==> src/rtl/ascii_int_parser_pkg.sv <==
// Shared constants for the ASCII integer parser: character codes, error codes, FSM states.
// The NEG state exists only when PARSER_NEG_EN is defined.
package ascii_int_parser_pkg;

    localparam logic [7:0] CH_0     = 8'h30;
    localparam logic [7:0] CH_9     = 8'h39;
    localparam logic [7:0] CH_SP    = 8'h20;
    localparam logic [7:0] CH_CR    = 8'h0D;
    localparam logic [7:0] CH_LF    = 8'h0A;
    localparam logic [7:0] CH_TAB   = 8'h09;
    localparam logic [7:0] CH_MINUS = 8'h2D;

    localparam logic [1:0] ERR_NONE    = 2'b00;
    localparam logic [1:0] ERR_ILLEGAL = 2'b01;
    localparam logic [1:0] ERR_OVF     = 2'b10;
    localparam logic [1:0] ERR_SIGN    = 2'b11;

    typedef enum logic [1:0] {
        ST_IDLE = 2'd0,
        ST_NUM  = 2'd1,
        ST_SKIP = 2'd2
`ifdef PARSER_NEG_EN
        ,
        ST_NEG  = 2'd3
`endif
    } state_t;

    function automatic logic is_delim_char(input logic [7:0] ch);
        return (ch == CH_SP) || (ch == CH_CR) || (ch == CH_LF) || (ch == CH_TAB);
    endfunction

endpackage

==> src/rtl/ascii_int_parser_if.sv <==
// Byte-stream input and parsed-number output bundle of the ASCII integer parser.
// master = byte source / number consumer, slave = parser.
interface ascii_int_parser_if #(
    parameter int DATA_W = 32,
    parameter int CNT_W  = 8
);
    logic              en;
    logic [7:0]        rx_data;
    logic              rx_valid;
    logic              flush;
    logic [DATA_W-1:0] num;
    logic              num_valid;
    logic              err;
    logic [1:0]        err_code;
    logic              busy;
    logic [CNT_W-1:0]  num_cnt;

    modport master (
        output en, rx_data, rx_valid, flush,
        input  num, num_valid, err, err_code, busy, num_cnt
    );

    modport slave (
        input  en, rx_data, rx_valid, flush,
        output num, num_valid, err, err_code, busy, num_cnt
    );
endinterface

==> src/rtl/ascii_int_parser_char_class.sv <==
// Combinational byte classifier: digit / whitespace delimiter / minus sign, plus digit value.
module ascii_int_parser_char_class
    import ascii_int_parser_pkg::*;
(
    input  logic [7:0] ch,
    output logic       is_digit,
    output logic       is_delim,
    output logic       is_minus,
    output logic [3:0] digit
);

    always_comb begin
        is_digit = (ch >= CH_0) && (ch <= CH_9);
        is_delim = is_delim_char(ch);
        is_minus = (ch == CH_MINUS);
        digit    = is_digit ? ch[3:0] : 4'd0;
    end

endmodule

==> src/rtl/ascii_int_parser.sv <==
// Turns a whitespace-separated ASCII byte stream into unsigned (or, with PARSER_NEG_EN,
// signed) integers, flagging illegal characters, overflow and bare signs.
//
// state | meaning
// IDLE  | between tokens, delimiters ignored
// NUM   | accumulating digits of a token
// NEG   | '-' seen, waiting for first digit (PARSER_NEG_EN only)
// SKIP  | bad token, discard until delimiter/flush
module ascii_int_parser
    import ascii_int_parser_pkg::*;
#(
    parameter int                DATA_W  = 32,
    parameter logic [DATA_W-1:0] MAX_VAL = {1'b0, {(DATA_W-1){1'b1}}},
    parameter int                CNT_W   = 8
) (
    input logic clk,
    input logic rst,
    ascii_int_parser_if.slave bus
);

    localparam int ACC_W = DATA_W + 4;

    state_t            state, state_nx;
    logic [ACC_W-1:0]  acc, acc_nx, acc_dig, limit;
    logic              neg, neg_nx, neg_eff, ovf;
    logic              emit, err_nx;
    logic [1:0]        code_nx;
    logic [DATA_W-1:0] num_emit;

    logic [DATA_W-1:0] num_q;
    logic              valid_q, err_q;
    logic [1:0]        code_q;
    logic [CNT_W-1:0]  cnt_q;

    logic       is_digit, is_delim, is_minus;
    logic [3:0] digit;

    ascii_int_parser_char_class u_class (
        .ch       (bus.rx_data),
        .is_digit (is_digit),
        .is_delim (is_delim),
        .is_minus (is_minus),
        .digit    (digit)
    );

`ifndef PARSER_NEG_EN
    logic unused_minus;
    assign unused_minus = is_minus;
`endif

    // Candidate accumulator after a digit; a fresh token starts from the digit itself.
    always_comb begin
        neg_eff = (state == ST_NUM) ? neg : (state != ST_IDLE);
        acc_dig = (state == ST_NUM) ? (acc << 3) + (acc << 1) + ACC_W'(digit)
                                    : ACC_W'(digit);
        limit   = ACC_W'(MAX_VAL) + ACC_W'(neg_eff);
        ovf     = acc_dig > limit;
    end

    always_comb begin
        state_nx = state;
        acc_nx   = acc;
        neg_nx   = neg;
        emit     = 1'b0;
        err_nx   = 1'b0;
        code_nx  = code_q;

        if (bus.rx_valid) begin
            case (state)
                ST_IDLE: begin
                    if (is_digit) begin
                        if (ovf) begin
                            state_nx = ST_SKIP;
                            err_nx   = 1'b1;
                            code_nx  = ERR_OVF;
                        end else begin
                            state_nx = ST_NUM;
                            acc_nx   = acc_dig;
                            neg_nx   = 1'b0;
                        end
                    end
`ifdef PARSER_NEG_EN
                    else if (is_minus) begin
                        state_nx = ST_NEG;
                        acc_nx   = '0;
                    end
`endif
                    else if (!is_delim) begin
                        state_nx = ST_SKIP;
                        err_nx   = 1'b1;
                        code_nx  = ERR_ILLEGAL;
                    end
                end
                ST_NUM: begin
                    if (is_digit) begin
                        if (ovf) begin
                            state_nx = ST_SKIP;
                            err_nx   = 1'b1;
                            code_nx  = ERR_OVF;
                        end else begin
                            acc_nx = acc_dig;
                        end
                    end else if (is_delim) begin
                        state_nx = ST_IDLE;
                        emit     = 1'b1;
                    end else begin
                        state_nx = ST_SKIP;
                        err_nx   = 1'b1;
                        code_nx  = ERR_ILLEGAL;
                    end
                end
`ifdef PARSER_NEG_EN
                ST_NEG: begin
                    if (is_digit) begin
                        if (ovf) begin
                            state_nx = ST_SKIP;
                            err_nx   = 1'b1;
                            code_nx  = ERR_OVF;
                        end else begin
                            state_nx = ST_NUM;
                            acc_nx   = acc_dig;
                            neg_nx   = 1'b1;
                        end
                    end else if (is_delim) begin
                        state_nx = ST_IDLE;
                        err_nx   = 1'b1;
                        code_nx  = ERR_SIGN;
                    end else begin
                        state_nx = ST_SKIP;
                        err_nx   = 1'b1;
                        code_nx  = ERR_ILLEGAL;
                    end
                end
`endif
                ST_SKIP: begin
                    if (is_delim) state_nx = ST_IDLE;
                end
                default: state_nx = ST_IDLE;
            endcase
        end

        // Flush acts on the state reached after this cycle's byte, so digit+flush keeps the digit.
        if (bus.flush) begin
            case (state_nx)
                ST_NUM: begin
                    state_nx = ST_IDLE;
                    emit     = 1'b1;
                end
                ST_SKIP: state_nx = ST_IDLE;
`ifdef PARSER_NEG_EN
                ST_NEG: begin
                    state_nx = ST_IDLE;
                    err_nx   = 1'b1;
                    code_nx  = ERR_SIGN;
                end
`endif
                default: ;
            endcase
        end

        num_emit = neg_nx ? (~acc_nx[DATA_W-1:0] + 1'b1) : acc_nx[DATA_W-1:0];
    end

    always_ff @(posedge clk) begin
        if (rst) begin
            state   <= ST_IDLE;
            acc     <= '0;
            neg     <= 1'b0;
            num_q   <= '0;
            valid_q <= 1'b0;
            err_q   <= 1'b0;
            code_q  <= ERR_NONE;
            cnt_q   <= '0;
        end else if (!bus.en) begin
            state   <= ST_IDLE;
            acc     <= '0;
            neg     <= 1'b0;
            valid_q <= 1'b0;
            err_q   <= 1'b0;
            cnt_q   <= '0;
        end else begin
            state   <= state_nx;
            acc     <= acc_nx;
            neg     <= neg_nx;
            valid_q <= emit;
            err_q   <= err_nx;
            code_q  <= code_nx;
            if (emit) begin
                num_q <= num_emit;
                if (cnt_q != {CNT_W{1'b1}}) cnt_q <= cnt_q + 1'b1;
            end
        end
    end

    assign bus.num       = num_q;
    assign bus.num_valid = valid_q;
    assign bus.err       = err_q;
    assign bus.err_code  = code_q;
    assign bus.busy      = (state != ST_IDLE);
    assign bus.num_cnt   = cnt_q;

endmodule

==> src/flat_wrapper.sv <==
// flat-port wrapper written by rule: the top's interface ports become plain ports
module ascii_int_parser_flat import ascii_int_parser_pkg::*;
#(
    parameter int                DATA_W  = 32,
    parameter logic [DATA_W-1:0] MAX_VAL = {1'b0, {(DATA_W-1){1'b1}}},
    parameter int                CNT_W   = 8
)
  (clk, rst, bus_en, bus_rx_data, bus_rx_valid, bus_flush, bus_num, bus_num_valid, bus_err, bus_err_code, bus_busy, bus_num_cnt);
  ascii_int_parser_if #(.DATA_W(DATA_W), .CNT_W(CNT_W)) bus_i ();
  input logic clk;
  input logic rst;
  input wire logic [$bits(bus_i.en)-1:0] bus_en;
  input wire logic [$bits(bus_i.rx_data)-1:0] bus_rx_data;
  input wire logic [$bits(bus_i.rx_valid)-1:0] bus_rx_valid;
  input wire logic [$bits(bus_i.flush)-1:0] bus_flush;
  output wire logic [$bits(bus_i.num)-1:0] bus_num;
  output wire logic [$bits(bus_i.num_valid)-1:0] bus_num_valid;
  output wire logic [$bits(bus_i.err)-1:0] bus_err;
  output wire logic [$bits(bus_i.err_code)-1:0] bus_err_code;
  output wire logic [$bits(bus_i.busy)-1:0] bus_busy;
  output wire logic [$bits(bus_i.num_cnt)-1:0] bus_num_cnt;
  assign bus_i.en = bus_en;
  assign bus_i.rx_data = bus_rx_data;
  assign bus_i.rx_valid = bus_rx_valid;
  assign bus_i.flush = bus_flush;
  assign bus_num = bus_i.num;
  assign bus_num_valid = bus_i.num_valid;
  assign bus_err = bus_i.err;
  assign bus_err_code = bus_i.err_code;
  assign bus_busy = bus_i.busy;
  assign bus_num_cnt = bus_i.num_cnt;
  ascii_int_parser #(.DATA_W(DATA_W), .MAX_VAL(MAX_VAL), .CNT_W(CNT_W)) u_core (.clk(clk), .rst(rst), .bus(bus_i));
endmodule
==> config.mk <==
export PLATFORM = sky130hd
export DESIGN_NAME = ascii_int_parser_flat
export DESIGN_NICKNAME = d
export VERILOG_FILES = /design/src/rtl/ascii_int_parser_pkg.sv /design/src/rtl/ascii_int_parser_if.sv /design/src/rtl/ascii_int_parser_char_class.sv /design/src/rtl/ascii_int_parser.sv /design/src/flat_wrapper.sv
export SDC_FILE = /design/constraint.sdc
export NUM_CORES = 1
export LEC_CHECK = 0
export CORE_MARGIN = 2
export CORE_UTILIZATION = 40
export DETAILED_ROUTE_END_ITERATION = 12
export RECOVER_POWER = 100
export SYNTH_ARGS = -nofsm -noshare
export SYNTH_HDL_FRONTEND = slang
export SYNTH_SLANG_ARGS = --single-unit
==> constraint.sdc <==
create_clock -name clk -period 8.9 [get_ports clk]
set_input_delay 1.78 -clock clk [delete_from_list [all_inputs] [get_ports clk]]
set_output_delay 1.78 -clock clk [all_outputs]
set_load 0.02 [all_outputs]
### Yosys cells after proc, flatten, opt, wreduce, memory -nomap -nowiden

Index checks and enable logic that the tools add are counted.

| storage, ports and cells | value |
|---|---|
| flip-flop bits (word level) | 82 |
| latch bits | 0 |
| RAM bits | 0 |
| ROM bits | 0 |
| input bits | 13 |
| output and inout port bits | 45 |
| word-level logic and storage cells | 82 |
| memories kept | 0 |

| operators by class | value |
|---|---|
| add/sub/neg operators | 5 |
| multipliers | 0 |
| divide/modulo/power cells | 0 |
| magnitude comparators | 3 |
| eq/ne operators | 11 |
| shift operators | 0 |
| mux-type cells | 35 |
| bitwise logic cells | 5 |
| reductions and logical operators | 14 |

Operators by type and width:

| kind | number |
|---|---|
| two-way mux 32 bit | 5 |
| adder 36 bit | 1 |
| adder 36 x 4 -> 36 bit | 1 |
| greater-than comparator 36 x 32 -> 1 bit | 1 |
| two-way mux 36 bit | 1 |
| adder 31 x 1 -> 32 bit (first input constant) | 1 |
| adder 32 x 1 -> 32 bit (second input constant) | 1 |
| NOT 32 bit | 1 |
| two-way mux 2 bit | 13 |
| == test 8 x 4 -> 1 bit (second input constant) | 3 |
| two-way mux 1 bit | 14 |
| adder 8 x 1 -> 8 bit (second input constant) | 1 |
| == test 8 x 6 -> 1 bit (second input constant) | 1 |
| greater-or-equal comparator 8 x 6 -> 1 bit (second input constant) | 1 |
| less-or-equal comparator 8 x 6 -> 1 bit (second input constant) | 1 |
| inequality test 8 bit (second input constant) | 1 |
| case mux 2 bit (3 select lines) | 1 |
| OR reduction 2 bit | 3 |
| AND reduction 5 bit | 1 |
| == test 2 x 1 -> 1 bit (second input constant) | 2 |
| == test 2 bit (second input constant) | 2 |
| two-way mux 4 bit | 1 |
| inequality test 2 x 1 -> 1 bit (second input constant) | 2 |
| NOT 1 bit | 4 |
| other kinds (7) | 10 |

### Logic depth before layout (Yosys ltp)

| logic depth | value |
|---|---|
| depth in word-level cells | 14 |
| gate-level depth with buffers | 34 |
| mapped depth without buffers | 33 |

### Cells and area by module

Synthesis repeated with hierarchy kept, for this count alone.

| second synthesis, totals | value |
|---|---|
| cell total of the unflattened synthesis | 913 |
| area, all modules | 7,319.5 sq um |

By module, submodules not included:

| module | instances | cells each | area an instance (sq um) | sequential area each (sq um) |
|---|---|---|---|---|
| ascii_int_parser | 1 | 895 | 7,194.4 | 1,641.6 |
| ascii_int_parser_char_class | 1 | 18 | 125.1 | 0.0 |

### Worst setup path before layout

OpenSTA, ideal clock, no wires.

| timing path | value |
|---|---|
| path kind | input to register |
| start | in bus_rx_data[7] |
| end | reg u_core.num_q[30], in the netlist u_core.bus.num[30] |
| setup time | 0.106 ns |
| data arrival time | 8.992 ns |
| required time | 8.794 ns |
| path slack | -0.198 ns |
| stages on the path | 32 |
| path buffers | 1 |
| cells stage by stage | nor4bb_1 > nand3_1 > fa_1 > inv_1 > fa_1 > a21o_1 > a221oi_2 > nor3_2 > o21ai_2 > a21oi_1 > o21ai_0 > nand3_1 > nor3b_1 > ha_1 > nand4_1 > or4_1 > o21ai_0 > a21o_1 > o311ai_1 > or3_1 > nand4b_1 > or2_2 > clkbuf_1 > a21oi_1 > ha_1 > nand3b_1 > o41ai_1 > mux2i_1 > nand2_1 > a41oi_1 > or4_1 > o311ai_0 |

| between the ends | value |
|---|---|
| cells in the longest elaborated chain, start to end | 14 |
| elaborated cells on any way between the ends | 42 |
| those cells by class | add/sub (2); order compare (3); eq/ne (5); mux (26); bitwise (1); reduce/logical (5) |

Ends and longest elaborated chain:

| what | line | text |
|---|---|---|
| start, declared | flat_wrapper.sv:13 | `input wire logic [$bits(bus_i.rx_data)-1:0] bus_rx_data;` |
| branches (longest 14 deep; another with adder 36 x 4 -> 36 bit) | n/a |  |
| end signal, assigned | ascii_int_parser.sv:189 | `num_q <= num_emit;` |
| end, declared | ascii_int_parser.sv:30 | `logic [DATA_W-1:0] num_q;` |

Parallel ways; which one is timed is not known.
A chain may end at the register's enable or synchronous reset.

### Worst setup path in the final report

| timing path | value |
|---|---|
| start | in bus_rx_data[6] |
| end | reg u_core.num_q[30], in the netlist u_core.bus.num[30] |

The elaborated chain is that of the path after synthesis.

==> flow_summary.yaml <==
status:
  outcome: "completed"
layout:
  fin_nets: 1242
  layout_common_cells: "buf_4, nor2_1, nand2_1, ha_1, a21oi_1"
  final_cells: 1365
  final_common_cell: "buf_4"
  post-route-util: 0.520
  drive_gt1_frac: 0.164
  area_growth_pct: 27.2
  stdcell_area_sq_um: 9770
  n_antenna_cell: 0
setup_path:
  required_ps: 9150
  ff2ff_setup_slack_ps: 1530
  slowest_delay_ps: 570
  cp_max_fo: 3
  cp-start-kind: "primary input"
  critical_path_class: "primary input to flip-flop"
  cp.arrival_ps: 8960
  slowest_stage: "or4_4"
  endpoint_kind: "flip-flop"
  r2r_cells: 26
logic_synthesis:
  synth_seq_cells: 82
  syn_area_sq_um: 7680
  synth.avg_cell_area_sq_um: 7.75
  ys_warn_count: 0
  synthArstFlopShare: 0
  synth_edf_count: 0
  ys.flop_type: "dfxtp_1"
  netlist_instances: 991
  synth_cell_types: 76
  synth_fp_nets: 1106
  ys_seq_area_frac: 0.214
job:
  maxCapViolCount: 0
placement:
  placedInstanceArea_sq_um: 9170
  numPortBuffers: 57
  dp_cells: 1341
  place_congestion: 0.921
  hpwl_mm: 19.4
  pre_cts_ws_ps: -813
floorplan:
  core_area_sq_um: 18800
  start_util: 0.409
  die_y_um: 143
  num_rows: 50
  die_w_um: 143
  num_io_pins: 58
  die_area_sq_um: 20300
cts:
  clkSinkCount: 82
  cts_buffers: 9
  path_clk_slew_ps: 70
  clock_path_buffers: 2
  cts-root-buf: "clkbuf_16"
  tritoncts: "yes"
  clk_latency_ps: 340
  h-tree-depth: 3
drt:
  wl_mm: 24.7
  initialDrtViolationCount: 593
  num_vias: 8034
  wire_per_inst_um: 18.1
  ant_nets: 0
  drt_pass1_iterations: 5
  viasPerCell: 5.89
  drc_errors: 0
worst_hold_path:
  holdCritPathClass: "flip-flop to flip-flop"
  hold_path_depth: 2
power_and_ir_drop:
  power_density_nw_per_um2: 86.9
  leakagePower_nw: 4.33
  irDropWorstVdd_v: 0.0000886
sta:
  maxSlewViolCount: 0
  setup_ws_ps: 193
  timing.final.crit_period_ps: 8710
  setup_viol: 0
  clock.fmax_ghz: 0.115
  worst_pin_slew_ps: 1280
  post-route-period-util: 0.978
  hold_violations: 0
  finClkSkew_ps: 6.45
  slew-limit-headroom: 0.147
  tns_ps: 0
global_route:
  globalRoute.totalOverflow: 0
  grt_pass1_vias: 7634
  grt_usage: 0.242
  grt_max_degree: 48
  antenna_found_initial: 0
  grt_pass1_wl_mm: 39.0
[routing by layer]
metal  GRT usage  part of all wire
met1       0.307              0.44
met2       0.411              0.47
met3      0.0360             0.048
met4      0.0938             0.036
met5           0                 0
[flip-flops by register name, summed over array words and instances (netlist names)]
register,count
u_core.acc,35
u_core.bus.num,32
u_core.bus.num_cnt,8
u_core.bus.err_code,2
u_core.state,2
u_core.bus.err,1
u_core.bus.num_valid,1
u_core.neg,1
[power by group]
part / internal (W) / switching, W
clock network: 0.000274 / 0.000159
registers: 0.000368 / 0.00000102
logic: 0.0000197 / 0.0000273
[cell type report]
cell class | instances | area (sq um)
sequential | 82 | 1640
fill | 1819 | 9000
timing repair buffer | 167 | 1410
tap | 234 | 293
clock inverter | 6 | 115
inverter | 26 | 97.6
multi-input combinational | 841 | 5980
clock buffer | 9 | 225
[timing repair]
action	in CTS	in global routing
pin swaps	11	33
buffers inserted	4	6
hold buffers	0	0
gates cloned	0	0
gates resized for setup	15	45
setup endpoints to repair	11	23
[synth_stat cells (all sizes together) (4+ instances only)]
cell type,instances,area (sq um)
clkbuf,28,106
nor3,36,185
o21bai,5,37.5
buf,14,73.8
nor2b,6,37.5
o211ai,9,67.6
o31ai,7,52.6
nand3b,5,41.3
o31a,5,43.8
o21ai,52,264
ha,100,1250
mux2i,36,360
o21a,7,52.6
o221ai,4,35.0
or3,14,87.6
or4,8,63.8
and2,7,43.8
nor4,12,75.1
a21oi,93,469
nand2,98,368
mux2,6,67.6
and3,12,76.3
inv,26,97.6
nor3b,10,75.1
and4,5,46.3
a31oi,13,81.3
nor2,104,390
xor2,19,166
a211oi,19,143
nand4,26,163
dfxtp,82,1640
nand2b,9,56.3
nand3,17,85.1
xnor2,27,236
or2,8,50.1
a21o,18,135
[logic make-up (layout without fill, tap and decap cells)]
logic type | after synthesis | after routing | share of synthesized area
simple gates | 387 | 387 | 0.255
compound gates | 264 | 264 | 0.219
fa+ha+maj | 102 | 102 | 0.168
flops | 82 | 82 | 0.214
buf+inv | 68 | 208 | 0.0362
xor+xnor | 46 | 46 | 0.0525
mux | 42 | 42 | 0.0557
[path summary, 6_finish.rpt]
kind	startpoint	to
setup / recovery	bus_rx_data[6]	u_core.bus.num[30]
hold / removal	u_core.bus.num[15]	u_core.bus.num[15]
setup reg to reg	u_core.acc[8]	u_core.bus.num[30]
hold reg to reg	u_core.bus.num[15]	u_core.bus.num[15]
[per-stage QoR]
step                hold slack (ps)  total power, W
floorplan                       461        0.000401
global placement                442        0.000422
detailed placement              448        0.000423
CTS                             457        0.000854
global route                    469        0.000874
finish                          451        0.000849
[worst max-delay path: cells and delay by family]
family                   cells  cell delay [ps]
AND/OR/NAND/NOR             13             3060
AO/OA/AOI/OAI               12             2180
adder cells (fa/ha/maj)      4             1390
buffers and inverters        3              320
multiplexers                 1              190
Note: power is estimated with default switching activity, not from simulation.
